--- config.mk ---
export PLATFORM = sky130hd
export DESIGN_NAME = sha3_block_padder
export DESIGN_NICKNAME = d
export VERILOG_FILES = /design/src/rtl/sha3_block_padder.sv
export SDC_FILE = /design/constraint.sdc
export NUM_CORES = 2
export LEC_CHECK = 0
export CAP_MARGIN = 30
export CORE_AREA = 2 2 458 460
export CTS_CLUSTER_SIZE = 24
export DETAILED_ROUTE_END_ITERATION = 6
export DIE_AREA = 0 0 460 462
export GPL_TIMING_DRIVEN = 1
export PLACE_DENSITY = 0.62
export SLEW_MARGIN = 20
export SYNTH_ARGS = -nofsm -noshare
export SYNTH_HDL_FRONTEND = slang
export SYNTH_SLANG_ARGS = --single-unit
--- constraint.sdc ---
create_clock -name clk -period 3 [get_ports clk]
set_input_delay 0.6 -clock clk [delete_from_list [all_inputs] [get_ports clk]]
set_output_delay 0.6 -clock clk [all_outputs]
set_load 0.01 [all_outputs]
--- src/rtl/sha3_block_padder.sv ---
// Packs 64-bit message beats into SHA3-256 rate blocks, applies 0x06..0x80
// padding, and issues one block at a time to the permutation core.
module sha3_block_padder #(
    parameter int RATE_W  = 1088,
    parameter bit BIT_REV = 1'b1
) (
    input  logic              clk,
    input  logic              rst_n,
    input  logic [63:0]       s_data,
    input  logic [3:0]        s_nbytes,
    input  logic              s_last,
    input  logic              s_valid,
    output logic              s_ready,
    output logic [RATE_W-1:0] blk_data,
    output logic              blk_valid,
    output logic              blk_more,
    input  logic              hash_next_i,
    input  logic              out_valid_i,
    output logic              msg_done
);
    localparam int NWORDS = RATE_W / 64;
    localparam int NBYTES = RATE_W / 8;
    localparam int WCW    = $clog2(NWORDS);
    localparam int LW     = $clog2(NBYTES + 1);

    typedef enum logic {IDLE, BUSY} state_t;
    state_t state_q, state_d;

    logic [RATE_W-1:0] asm_q, asm_beat, asm_out, pad_blk;
    logic [WCW-1:0]    wcnt;
    logic              asm_full, asm_final, pad_pend, rdy_en;
    logic [63:0]       beat_word;
    logic [LW-1:0]     end_byte;
    logic              beat, issue_go, fin_go;

    // rdy_en keeps s_ready low for the cycle reset is asserted
    assign s_ready  = rdy_en & ~asm_full & ~pad_pend;
    assign beat     = s_valid & s_ready;
    assign end_byte = LW'({wcnt, 3'b000}) + LW'(s_nbytes);

    always_comb begin
        pad_blk               = '0;
        pad_blk[RATE_W-1 -: 8] = 8'h06;
        pad_blk[7:0]          = 8'h80;
    end

    // Next assembly contents for an accepted beat, including in-block padding on s_last
    always_comb begin
        beat_word = '0;
        for (int k = 0; k < 8; k++)
            if (4'(k) < s_nbytes) beat_word[63-8*k -: 8] = s_data[63-8*k -: 8];
        asm_beat = asm_q;
        for (int w = 0; w < NWORDS; w++) begin
            if (WCW'(w) == wcnt)
                asm_beat[RATE_W-1-64*w -: 64] = beat_word;
            else if (s_last && (WCW'(w) > wcnt))
                asm_beat[RATE_W-1-64*w -: 64] = '0;
        end
        if (s_last && (end_byte != LW'(NBYTES))) begin
            for (int b = 0; b < NBYTES; b++)
                if (LW'(b) == end_byte)
                    asm_beat[RATE_W-1-8*b -: 8] = asm_beat[RATE_W-1-8*b -: 8] ^ 8'h06;
            asm_beat[7:0] = asm_beat[7:0] ^ 8'h80;
        end
    end

    always_comb begin
        asm_out = asm_q;
        if (BIT_REV)
            for (int b = 0; b < NBYTES; b++)
                for (int i = 0; i < 8; i++)
                    asm_out[8*b+i] = asm_q[8*b+7-i];
    end

    // Issue clears asm_full; beats and pad loads only happen while it is clear
    always_ff @(posedge clk or negedge rst_n) begin
        if (!rst_n) begin
            asm_q     <= '0;
            wcnt      <= '0;
            asm_full  <= 1'b0;
            asm_final <= 1'b0;
            pad_pend  <= 1'b0;
            rdy_en    <= 1'b0;
        end else begin
            rdy_en <= 1'b1;
            if (issue_go) begin
                asm_full  <= 1'b0;
                asm_final <= 1'b0;
            end else if (pad_pend && !asm_full) begin
                asm_q     <= pad_blk;
                asm_full  <= 1'b1;
                asm_final <= 1'b1;
                pad_pend  <= 1'b0;
            end else if (beat) begin
                asm_q <= asm_beat;
                if (s_last) begin
                    wcnt      <= '0;
                    asm_full  <= 1'b1;
                    asm_final <= (end_byte != LW'(NBYTES));
                    pad_pend  <= (end_byte == LW'(NBYTES));
                end else if (wcnt == WCW'(NWORDS - 1)) begin
                    wcnt     <= '0;
                    asm_full <= 1'b1;
                end else begin
                    wcnt <= wcnt + 1'b1;
                end
            end
        end
    end

    always_ff @(posedge clk or negedge rst_n) begin
        if (!rst_n) state_q <= IDLE;
        else        state_q <= state_d;
    end

    always_comb begin
        state_d = state_q;
        if (state_q == IDLE) begin
            if (asm_full) state_d = BUSY;
        end else begin
            if (hash_next_i || out_valid_i) state_d = IDLE;
        end
    end

    // Completion pulses seen while IDLE are ignored
    always_comb begin
        issue_go = (state_q == IDLE) && asm_full;
        fin_go   = (state_q == BUSY) && out_valid_i;
    end

    always_ff @(posedge clk or negedge rst_n) begin
        if (!rst_n) begin
            blk_data  <= '0;
            blk_valid <= 1'b0;
            blk_more  <= 1'b0;
            msg_done  <= 1'b0;
        end else begin
            blk_valid <= issue_go;
            msg_done  <= fin_go;
            if (issue_go) begin
                blk_data <= asm_out;
                blk_more <= ~asm_final;
            end else if (fin_go) begin
                blk_more <= 1'b0;
            end
        end
    end
endmodule

## Word level (Yosys, flattened, before mapping)

Cells that the tools add are included.

| storage, ports and cells | value |
|---|---|
| flip-flop bits (word level) | 2189 |
| output and inout bits | 1092 |
| word-level logic and storage cells | 575 |

| cells by class | value |
|---|---|
| add/sub/neg operators | 2 |
| magnitude comparators | 25 |
| eq/ne operators | 154 |
| muxes and demuxes | 201 |
| bitwise gates (word level) | 146 |
| reductions and logical operators | 36 |

Operators by type and width:

| kind | count |
|---|---|
| $mux 1088 | 2 |
| $mux 64 | 34 |
| $mux 1083 | 1 |
| $eq 7x8->1 const A | 64 |
| $mux 3 | 136 |
| $not 2->2 | 136 |
| $eq 6x8->1 const A | 32 |
| $eq 5x8->1 const A | 16 |
| $mux 8 | 9 |
| $eq 4x8->1 const A | 8 |
| $eq 8x8->1 const A | 8 |
| $eq 4x5->1 const A | 8 |
| $gt 4x5->1 const A | 8 |
| $eq 3x8->1 const A | 4 |
| $logic_and 1x1->1 | 21 |
| $eq 3x5->1 const A | 4 |
| $gt 3x5->1 const A | 4 |
| $mux 1 | 17 |
| $eq 2x8->1 const A | 2 |
| $lt 3x4->1 const A | 4 |
| $eq 2x5->1 const A | 2 |
| $gt 1x5->1 const A | 2 |
| $gt 2x5->1 const A | 2 |
| $mux 5 | 2 |
| 22 further kinds | 38 |

## Depth between registers and ports, before layout

| logic depth | value |
|---|---|
| word-level depth | 11 |
| gate-level depth with buffers | 15 |
| depth with buffers taken out | 8 |

## Worst setup path before layout

OpenSTA, ideal clock, no wires.

| timing | value |
|---|---|
| path kind | in2reg |
| start point | in s_nbytes[3] |
| end point | reg asm_q[282] |
| data arrival time | 2.629 ns |
| data required time | 2.845 ns |
| path slack | 0.216 ns |
| stages | 11 |
| buffers on the path | 3 |
| cells stage by stage | ha_1 -> ha_1 -> buf_4 -> xnor2_1 -> nand2b_1 -> a21o_1 -> or2_2 -> clkbuf_2 -> buf_2 -> o211ai_1 -> o311ai_0 |

| on the way | value |
|---|---|
| word-level cells in the longest chain between the ends | 8 |

RTL lines:

| element | line | RTL |
|---|---|---|
| from (decl) | 10 | `input logic [3:0] s_nbytes,` |
| parallel branches: the longest is 5 deep, another holds $add 8x4->8 | -- |  |
| $mux 1083 (*) | 59 | `if (s_last && (end_byte != LW'(NBYTES))) begin` |
| $mux 1088 (*) | 94 | `end else if (beat) begin` |
| $mux 1088 (*) | 89 | `end else if (pad_pend && !asm_full) begin` |
| to (signal assigned) | 90 | `asm_q <= pad_blk;` |
| to (signal assigned) | 95 | `asm_q <= asm_beat;` |
| to (decl) | 29 | `logic [RATE_W-1:0] asm_q, asm_beat, asm_out, pad_blk;` |

Every way passes the cells marked *. The select of a mux whose other input is x is not followed.
A chain may end at the register's enable or synchronous reset.

## Worst setup path in the final report

| timing | value |
|---|---|
| start point | reg wcnt[0] |
| end point | reg asm_q[561] |

| on the way | value |
|---|---|
| word-level cells in the longest chain between the ends | 9 |

RTL lines:

| element | line | RTL |
|---|---|---|
| from (decl) | 30 | `logic [WCW-1:0] wcnt;` |
| from (signal assigned) | 105 | `wcnt <= wcnt + 1'b1;` |
| parallel branches: the longest is 6 deep, another holds $add 8x4->8 | -- |  |
| $mux 1083 (*) | 59 |  |
| $mux 1088 (*) | 94 |  |
| $mux 1088 (*) | 89 |  |

Marks and branches as above.

==> qor.yml <==
status: "finished, final reports clean"
syn-instance-count: 9533
vias: 77500
finalSetupViolCount: 0
die_h_um: 462
p_comb_share_pct: 30.1
synth_seq_cells: 2189
leakage_nw: 55.4
drt-total-wl_um: 387000
finalClockSkew_ns: 0.0382
critPathRequiredTime_ns: 3.81
clk_latency_ns: 0.90
io_pins: 1166
yosysWarnings: 0
numPortBuffers: 1165
p_per_area_nw_per_um2: 819
core_um2: 208000
place_inst: 13200
antenna_found_initial: 31
clock_path_buffers: 3
clk_pin_slew_ns: 0.06
hold_viol: 0
synth_ff_type: "dfrtp_1"
tightest_slew_ns: 1.01
first_pass_iters: 6
crit_fanout: 49
globalplace.congestion: 0.979
dpl.hpwl_um: 274000
switching_share_pct: 36.5
syn_area_um2: 89600
hp-class: "input pin to async pin"
detail-route-antenna-nets: 0
drive_above_1_share_pct: 9.92
rsz0062_at_grt: "no"
areaGrowthSynthToFinish_pct: 29.8
postLayoutCoreUtil_pct: 55.9
startpoint: "wcnt[0]"
r2r-start: "wcnt[0]"
wl_per_cell_um: 28.3
rrSetupSlack_ns: 0.12
overflow: 0
p_clk_share_pct: 30.6
grt_pass1_wl_um: 546000
dp_slack_ns: -0.0661
fin_crit_ns: 2.88
placed_area_um2: 108000
synth_area_per_cell_um2: 9.40
fin_hold_ws_ns: 0.326
fin_area_um2: 116000
synth_seq_area_share_pct: 61.1
end_kind: "flop"
start_util_pct: 43.1
fill_cells: 18500
fmax_mhz: 347
cp-start-kind: "flop"
clockRootBuffer: "clkbuf_16"
synth_edf_count: 0
drv_slew: 0
numCtsBuffers: 227
fin_cells: 13700
syn_nets: 9612
worstPathArrival_ns: 3.69
yosysTopAreaCellShare_pct: 61.1
nets: 10800
rr_endpoint: "asm_q[561]"
drv_cap: 0
route.detailed.drc: 0
dieArea_um2: 213000
clock_sinks: 2189
p_sw_w: 0.0348
worstSetupPathType: "flop to flop"
period_share_pct: 96.1
synth.distinct_cells: 75
track_usage_pct: 35.9
synthTopCellsByArea: "dfrtp_1 61%, nand2_1 18%, o31ai_1 6.7%"
cts_tree: "built"
first_global_vias: 74400
row_count: 168
cts.htree.levels: 4
seqPwrFrac_pct: 39.3
peakVddDrop_mv: 0.639
fin_ws_ns: 0.117
yosys.area.top_type: "dfrtp_1"
async_flop_share_pct: 100
grt_max_degree: 169
reg2reg_depth: 10
viasPerCell: 5.66
maxSlewHeadroom_pct: 32.6
p_int_w: 0.0605
initialDrtViolationCount: 9075
die_w_um: 460
critical path, stage by stage (launching register included):
cell and delay [ns]:
dfrtp_1 0.47, inv_1 0.12, ha_1 0.26, nor2b_1 0.22, buf_4 0.21, nand2_2 0.07, buf_6 0.38, nand3_1 0.24
a2111oi_0 0.54, buf_4 0.21, a211o_1 0.08
synth_stat cells, types with 18 or more instances:
| cell type | instances |
|---|---|
| a211oi_1 | 19 |
| a21oi_1 | 58 |
| a221oi_1 | 18 |
| a22oi_1 | 197 |
| and2_1 | 22 |
| buf_1 | 32 |
| buf_2 | 124 |
| clkbuf_1 | 559 |
| dfrtp_1 | 2189 |
| mux2i_1 | 21 |
| nand2_1 | 4278 |
| nand3_1 | 231 |
| nor2_1 | 178 |
| nor3_1 | 49 |
| o21ai_0 | 265 |
| o21ai_1 | 19 |
| o2bb2ai_1 | 26 |
| o311ai_0 | 19 |
| o31ai_1 | 803 |
| xnor2_1 | 52 |
| xor2_1 | 139 |
how the worst max path moves through the flow:
stage	to	slack, ns	cells after the start
CTS	asm_q[561]	0.005	10
global placement	asm_q[426]	-0.09	7
global route	asm_q[449]	0.02	11
finish	asm_q[561]	0.12	10
floorplan	asm_q[282]	0.22	11
detailed placement	asm_q[561]	-0.07	12
area by class of cell:
cell class	count	area (µm²)	share of cell area (%)
antenna	26	65.1	0.0559
clock buffer	338	6720	5.78
clock inverter	84	982	0.845
inverter	6	30.0	0.0258
multi-input combinational	6593	32200	27.7
sequential	2189	54800	47.1
tap	2720	3400	2.93
timing repair buffer	1733	18100	15.6
registers in the layout (all words and copies together), names as in the netlist:
name       flops
asm_final      1
asm_full       1
asm_q       1088
blk_data    1088
blk_more       1
blk_valid      1
msg_done       1
pad_pend       1
rdy_en         1
state_q        1
wcnt           5
cells by family (layout without fill, tap and decap cells):
| family | count (synthesis) | after routing | share of synthesized area (%) |
|---|---|---|---|
| xor+xnor | 191 | 191 | 1.87 |
| flops | 2189 | 2189 | 61.1 |
| mux | 22 | 22 | 0.247 |
| fa+ha+maj | 5 | 5 | 0.0698 |
| simple gates | 4839 | 4839 | 21.0 |
| buf+inv | 751 | 2161 | 3.50 |
| compound gates | 1535 | 1535 | 12.1 |
| other cells | 1 | 27 | 0.00418 |
power by group through the flow:
stage | Combinational, W | Clock [W] | Sequential [W]
detailed placement | 0.0284 | 0 | 0.0378
global placement | 0.0279 | 0 | 0.0377
floorplan | 0.0125 | 0 | 0.0377
global route | 0.0306 | 0.0306 | 0.0378
finish | 0.0287 | 0.0291 | 0.0374
CTS | 0.0285 | 0.0294 | 0.0374
metrics by stage:
step | power (W) | setup TNS, ns
after floorplan | 0.0502 | 0
after global placement | 0.0657 | -1.08
after detailed placement | 0.0662 | -0.463
after CTS | 0.0953 | 0
after global routing | 0.0990 | 0
final | 0.0953 | 0
placed cells by master (no fill, tap or decap), types with 10 or more instances in the layout:
| master | n |
|---|---|
| nand3_2 | 18 |
| buf_4 | 390 |
| and2_2 | 14 |
| o211ai_1 | 17 |
| and2_1 | 13 |
| a211oi_1 | 19 |
| inv_6 | 11 |
| clkdlybuf4s50_1 | 1161 |
| clkbuf_16 | 229 |
| diode_2 | 26 |
| o311ai_0 | 19 |
| a211o_1 | 10 |
| buf_12 | 175 |
| dfrtp_1 | 2186 |
| clkbuf_8 | 58 |
| a2111oi_0 | 10 |
| o31ai_1 | 803 |
| nand3_1 | 207 |
| o31ai_2 | 11 |
| a22oi_1 | 197 |
| xor2_1 | 139 |
| o2bb2ai_1 | 26 |
| clkbuf_1 | 51 |
| clkinv_2 | 41 |
| o21ai_1 | 20 |
| nor2_1 | 168 |
| xnor2_1 | 52 |
| nand2_1 | 4245 |
| nand2_2 | 27 |
| o21ai_0 | 264 |
| a221oi_1 | 18 |
| a21oi_1 | 58 |
| mux2i_1 | 21 |
| bufinv_16 | 14 |
| nor3_1 | 49 |
repair_timing:
item | 4_1_cts | 5_1_grt
resized for setup | 3 | 5
setup endpoints to repair | 1 | 18
endpoints found under the hold margin | 37 | 0
setup buffers | 0 | 0
hold buffers | 1 | 0
metal layers:
metal / vias up / GRT usage, % / share of wire, %
met5: - / 0 / 0.012
met4: 8 / 23.9 / 7.5
met3: 842 / 9.40 / 9.9
met2: 3927 / 52.5 / 43
met1: 38700 / 46.9 / 39
li1: 34000 / - / -
Note: power is estimated with default switching activity, not from simulation.
